File: src/rtl/mips_hazard_scoreboard_pkg.sv
// Shared types for the MIPS hazard scoreboard: scoreboard entry, register address and forward select.
package mips_hazard_scoreboard_pkg;

  // Storage widths are fixed maxima; the top zero-extends narrower configurations into them.
  localparam int REG_AW_MAX = 8;
  localparam int SEL_W_MAX  = 4;

  typedef logic [REG_AW_MAX-1:0] RegAddr;
  typedef logic [SEL_W_MAX-1:0]  FwdSel;

  typedef struct packed {
    logic   valid;
    logic   wr;
    logic   load;
    RegAddr dst;
  } SbEntry;

  localparam SbEntry SB_EMPTY = '{valid: 1'b0, wr: 1'b0, load: 1'b0, dst: '0};

  // Register 0 is hardwired, so it never produces a forwardable value.
  function automatic logic producer_match(input SbEntry e, input RegAddr src, input logic used);
    return used && e.valid && e.wr && (e.dst == src) && (e.dst != '0);
  endfunction

endpackage

File: src/rtl/mips_hazard_scoreboard_hazard_match.sv
// Youngest-producer search for one source operand across the tracked post-decode stages.
module mips_hazard_scoreboard_hazard_match
  import mips_hazard_scoreboard_pkg::*;
#(
  parameter int DEPTH    = 3,
  parameter int LOAD_LAT = 1
) (
  input  SbEntry [DEPTH:1] entries,
  input  RegAddr           src,
  input  logic             used,
  output logic             hit,
  output logic             ready,
  output FwdSel            stage
);

  // Scan oldest to youngest so the youngest match overwrites any older one.
  always_comb begin
    hit   = 1'b0;
    ready = 1'b0;
    stage = '0;
    for (int k = DEPTH; k >= 1; k--) begin
      if (producer_match(entries[k], src, used)) begin
        hit   = 1'b1;
        ready = !entries[k].load || (k > LOAD_LAT);
        stage = FwdSel'(k);
      end
    end
  end

endmodule

File: src/rtl/mips_hazard_scoreboard.sv
// Parametrised hazard/forwarding controller: scoreboard of in-flight writes, stall/bubble/flush/freeze and forward selects.
// Optional HAZARD_PERF_EN adds saturating stall and flush event counters.
module mips_hazard_scoreboard
  import mips_hazard_scoreboard_pkg::*;
#(
  parameter  int NREG     = 32,
  parameter  int DEPTH    = 3,
  parameter  int LOAD_LAT = 1,
  localparam int AW       = $clog2(NREG),
  localparam int SW       = $clog2(DEPTH + 1)
) (
  input  logic          clk,
  input  logic          rst,
  input  logic          d_valid,
  input  logic [AW-1:0] d_rs,
  input  logic [AW-1:0] d_rt,
  input  logic          d_rs_used,
  input  logic          d_rt_used,
  input  logic          d_wr,
  input  logic [AW-1:0] d_dst,
  input  logic          d_load,
  input  logic          x_taken,
  input  logic          mem_busy,
  output logic          stall_if,
  output logic          stall_d,
  output logic          bubble_x,
  output logic          flush_fd,
  output logic          freeze,
  output logic [SW-1:0] fwd_rs_sel,
  output logic [SW-1:0] fwd_rt_sel
`ifdef HAZARD_PERF_EN
  ,
  output logic [31:0]   perf_stall_cnt,
  output logic [31:0]   perf_flush_cnt
`endif
);

  if (AW > REG_AW_MAX || SW > SEL_W_MAX) begin : g_width_check
    $error("mips_hazard_scoreboard: NREG or DEPTH exceeds package storage widths");
  end

  SbEntry [DEPTH:1] sb;
  SbEntry           issue_entry;

  logic  rs_hit, rs_ready, rt_hit, rt_ready;
  FwdSel rs_stage, rt_stage;
  logic  taken, rs_fwd, rt_fwd, load_use, issue;

  mips_hazard_scoreboard_hazard_match #(.DEPTH(DEPTH), .LOAD_LAT(LOAD_LAT)) u_match_rs (
    .entries (sb),
    .src     (RegAddr'(d_rs)),
    .used    (d_valid && d_rs_used),
    .hit     (rs_hit),
    .ready   (rs_ready),
    .stage   (rs_stage)
  );

  mips_hazard_scoreboard_hazard_match #(.DEPTH(DEPTH), .LOAD_LAT(LOAD_LAT)) u_match_rt (
    .entries (sb),
    .src     (RegAddr'(d_rt)),
    .used    (d_valid && d_rt_used),
    .hit     (rt_hit),
    .ready   (rt_ready),
    .stage   (rt_stage)
  );

  // Outputs are qualified by rst so an asserted reset forces every output low immediately.
  always_comb begin
    taken      = x_taken && !mem_busy;
    rs_fwd     = rs_hit && rs_ready;
    rt_fwd     = rt_hit && rt_ready;
    load_use   = (rs_hit && !rs_ready) || (rt_hit && !rt_ready);
    freeze     = rst && mem_busy;
    stall_d    = rst && (mem_busy || (load_use && !taken));
    stall_if   = stall_d;
    bubble_x   = rst && !mem_busy && (taken || load_use);
    flush_fd   = rst && taken;
    fwd_rs_sel = (rst && rs_fwd) ? SW'(rs_stage) : '0;
    fwd_rt_sel = (rst && rt_fwd) ? SW'(rt_stage) : '0;
  end

  always_comb begin
    issue       = d_valid && !stall_d && !bubble_x;
    issue_entry = SB_EMPTY;
    if (issue) begin
      issue_entry.valid = 1'b1;
      issue_entry.wr    = d_wr;
      issue_entry.load  = d_load;
      issue_entry.dst   = RegAddr'(d_dst);
    end
  end

  always_ff @(posedge clk or negedge rst) begin
    if (!rst) begin
      sb <= '0;
    end else if (!mem_busy) begin
      sb[1] <= issue_entry;
      for (int k = 2; k <= DEPTH; k++) begin
        sb[k] <= sb[k-1];
      end
    end
  end

`ifdef HAZARD_PERF_EN
  always_ff @(posedge clk or negedge rst) begin
    if (!rst) begin
      perf_stall_cnt <= '0;
      perf_flush_cnt <= '0;
    end else begin
      if (stall_d && !freeze && (perf_stall_cnt != '1)) perf_stall_cnt <= perf_stall_cnt + 32'd1;
      if (flush_fd && (perf_flush_cnt != '1))           perf_flush_cnt <= perf_flush_cnt + 32'd1;
    end
  end
`endif

endmodule
File: config.mk
export PLATFORM = sky130hd
export DESIGN_NAME = mips_hazard_scoreboard
export DESIGN_NICKNAME = d
export VERILOG_FILES = /design/src/rtl/mips_hazard_scoreboard_pkg.sv /design/src/rtl/mips_hazard_scoreboard_hazard_match.sv /design/src/rtl/mips_hazard_scoreboard.sv
export SDC_FILE = /design/constraint.sdc
export NUM_CORES = 1
export LEC_CHECK = 0
export ABC_AREA = 1
export CAP_MARGIN = 20
export CORE_ASPECT_RATIO = 1.1
export CORE_UTILIZATION = 60
export DETAILED_ROUTE_END_ITERATION = 7
export PLACE_DENSITY_LB_ADDON = 0.15
export SLEW_MARGIN = 20
export SYNTH_ARGS = -nofsm -noshare
export SYNTH_HDL_FRONTEND = slang
export SYNTH_HIERARCHICAL = 1
export SYNTH_SLANG_ARGS = --single-unit
File: constraint.sdc
create_clock -name clk -period 4.6 [get_ports clk]
set_input_delay 0.92 -clock clk [delete_from_list [all_inputs] [get_ports clk]]
set_output_delay 0.92 -clock clk [all_outputs]
set_load 0.1 [all_outputs]
==> impl_results.md <==
- Num CTS Buffers: 3
- Number of antenna violations at the first check in global routing: 0
- Highest fanout seen on the critical path: 9
- Buffer count from post-CTS setup fixing: 0
- Core Region: roughly 0.0036 mm^2
- Number of levels in the clock H-tree: 1
- Cell depth of the worst flop-to-flop path: 14
- Count of input and output buffers: 32
- Violation count after the first detailed-routing iteration: approximately 110
- RSZ-0062 raised after global routing: no
- DP Cell Count: 540
- Share of post-route cells with drive strength above 1: 0.0850
- Worst slew slack as a fraction of its limit: 0.568
- Setup slack of the most critical reg-to-reg path: 2600 ps
- Net switching component of the power: around 0.21 mW
- Clock Tree Root: sky130_fd_sc_hd__clkbuf_8
- Worst hold-check path type: register to register
- # Max-Cap Violations: 0
- Floorplan die area: approximately 0.0040 mm^2
- First drt pass iteration count: 7
- Crit share post-route: 0.849
- Diode count: 0
- Via density per instance: approximately 4.7
- Final Max Slew Viols: 0
- Maximum clock insertion buffer count: 2
- Gate Count Post-Synth: 400
- Reg-to-Reg Start: sb[0]
- Total global routing track utilization: 0.315
- GR Overflow Total: 0
- Power share of the clock group: 0.235
- Setup crit start kind: primary input
- Number of gates given a new drive strength after cts: 0
- Maximum number of pins on one net before global-route repair: 18
- Worst slew pin tran: about 650 ps
- X dimension of the die: just over 60 um
- Sw Ratio: 0.365
- Global placer's final weighted congestion: ~0.87
- Relative contribution of combinational cells to total power: 0.351
- Total leakage power: between 1.5 and 2 nW
- Delay of the slowest cell on the worst path: ~540 ps
- Detail Route Antenna Nets: 0
- Required @ worst endpoint: ~3700 ps
- Post-route standard cell area excluding fillers: 0.00295 mm^2
- Fraction of power consumed by sequential logic: 0.414
- Largest registers: sb (22)
- Cell-by-cell trace of the critical path: clkdlybuf4s50_1 > nand2_1 > inv_1 > nand2_1 > nor2_1 > nand2_1 > nor2_1 > nand3_1 > nand2_1 > nand2_2 > nand2_2 > inv_1 > nand2_1 > nand3_1 > nand2_2 > inv_1 > buf_12
- Clock Pin Slew Worst Setup and Hold Paths: 80 ps
- Effective utilization at floorplan: 0.624
- Clock tree from TritonCTS: yes
- Cell occurring most often along the worst timing path: sky130_fd_sc_hd__nand2_1
- Total routed wirelength: around 5700 um
- Shortest period the worst path allows: between 3000 and 4000 ps
- Internal power contribution: roughly 0.37 mW
- Peak supply drop: ~0.16 mV
- Die height: roughly 66 um
- Half-perimeter wire length after placement: between 4000 and 5000 um
- Placed standard-cell area: just under 0.003 mm^2
- Launch point of the critical path: d_valid
- Final std cells w/o fill: roughly 540
- Power density cells: slightly below 200 mW/mm^2
- Slowest stage cell on the critical path: sky130_fd_sc_hd__clkdlybuf4s50_1
- Combined area of all synthesized cells: 0.00226 mm^2
- Syn-to-layout area delta: 30.4%
- Final count of hold timing violations: 0
- Later-pin clock latency in the skew report: approximately 260 ps
- Outcome: completed
- Arr. time, crit path: ~3000 ps
- Final core utilization: 0.814
- Net total in the final layout: 519
- Routed wirelength normalized by instance count: between 10 and 15 um
- Number of flip-flops under the largest register name: 22
- Setup Total Neg Slack: 0 ps
- Number of sinks on the clock net: 22
- Count of hold buffers inserted by post-cts repair: 0
- Via count of the first global-routing pass: about 2300
- Number of synthesis warnings: 6
- Final clock skew: roughly 2.4 ps
- Largest register by flop count: sb
- Ports: 33
- Vias: ~2600
- Final setup violation count: 0
- Category of the worst setup path capture point: output port
- Site row count: 23
- Average footprint of a synthesized cell: between 5 and 6 um^2
- Worst setup endpoint: bubble_x
- Critical path class: primary input to output port
- Global-route wire length before repair: approximately 9600 um
- Fmax: 0.256 GHz
- Reg2reg end: sb[8]
- Remaining design rule violation count: 0
-- placed cells by master (no fill, tap or decap), drive strengths merged --
cell type / n
clkdlybuf4s50: 23
clkbuf: 4
xor2: 2
clkinv: 1
nor2: 54
conb: 62
nand2b: 2
a21oi: 1
nor3: 3
o21ai: 14
nand2: 161
inv: 70
xnor2: 20
dfrtp: 22
buf: 11
nand4: 12
nand3: 30
or2: 2
-- worst min-delay path by stage --
stage | start | end | cells after the start
4_1_cts | sb[32] | sb[32] | 2
3_5_place_dp | sb[32] | sb[32] | 2
6_report | sb[32] | sb[32] | 2
5_1_grt | sb[31] | sb[31] | 2
2_1_floorplan | sb[8] | sb[8] | 2
3_3_place_gp | sb[31] | sb[31] | 2
-- worst max-delay path, delay by kind of cell --
family | cells | cell delay [ps]
and+or+nand+nor | 12 | 1140
buffers and inverters | 5 | 940
-- final cells by class --
class	count	area [um^2]
clock buffers	4	55.1
fillers	293	674
inverters	71	279
multi-input cells	363	1630
flip-flops and latches	22	551
well taps	50	62.6
repair buffers	34	375
-- per-stage QoR --
stage,hold WS (ps),total power [mW],worst slack (ps)
after floorplan,471,0.378,390
after global placement,495,0.436,774
after detailed placement,505,0.442,720
after CTS,526,0.578,718
after global routing,563,0.624,521
final,521,0.583,693
-- power groups by stage --
stage | clock network (mW) | registers (mW) | logic [mW]
after global routing | 0.147 | 0.245 | 0.232
final | 0.137 | 0.242 | 0.205
after floorplan | 0 | 0.234 | 0.143
after global placement | 0 | 0.244 | 0.193
after detailed placement | 0 | 0.245 | 0.197
after CTS | 0.138 | 0.241 | 0.200
-- routing by layer --
| layer | global-route usage | up-vias | part of all wire |
|---|---|---|---|
| met5 | 0 | - | 0 |
| met4 | 0.145 | 0 | 0.037 |
| met3 | 0.0509 | 18 | 0.059 |
| met2 | 0.556 | 96 | 0.50 |
| met1 | 0.364 | 1127 | 0.41 |
| li1 | - | 1331 | - |
No activity file was read; power rests on OpenSTA's default activity.
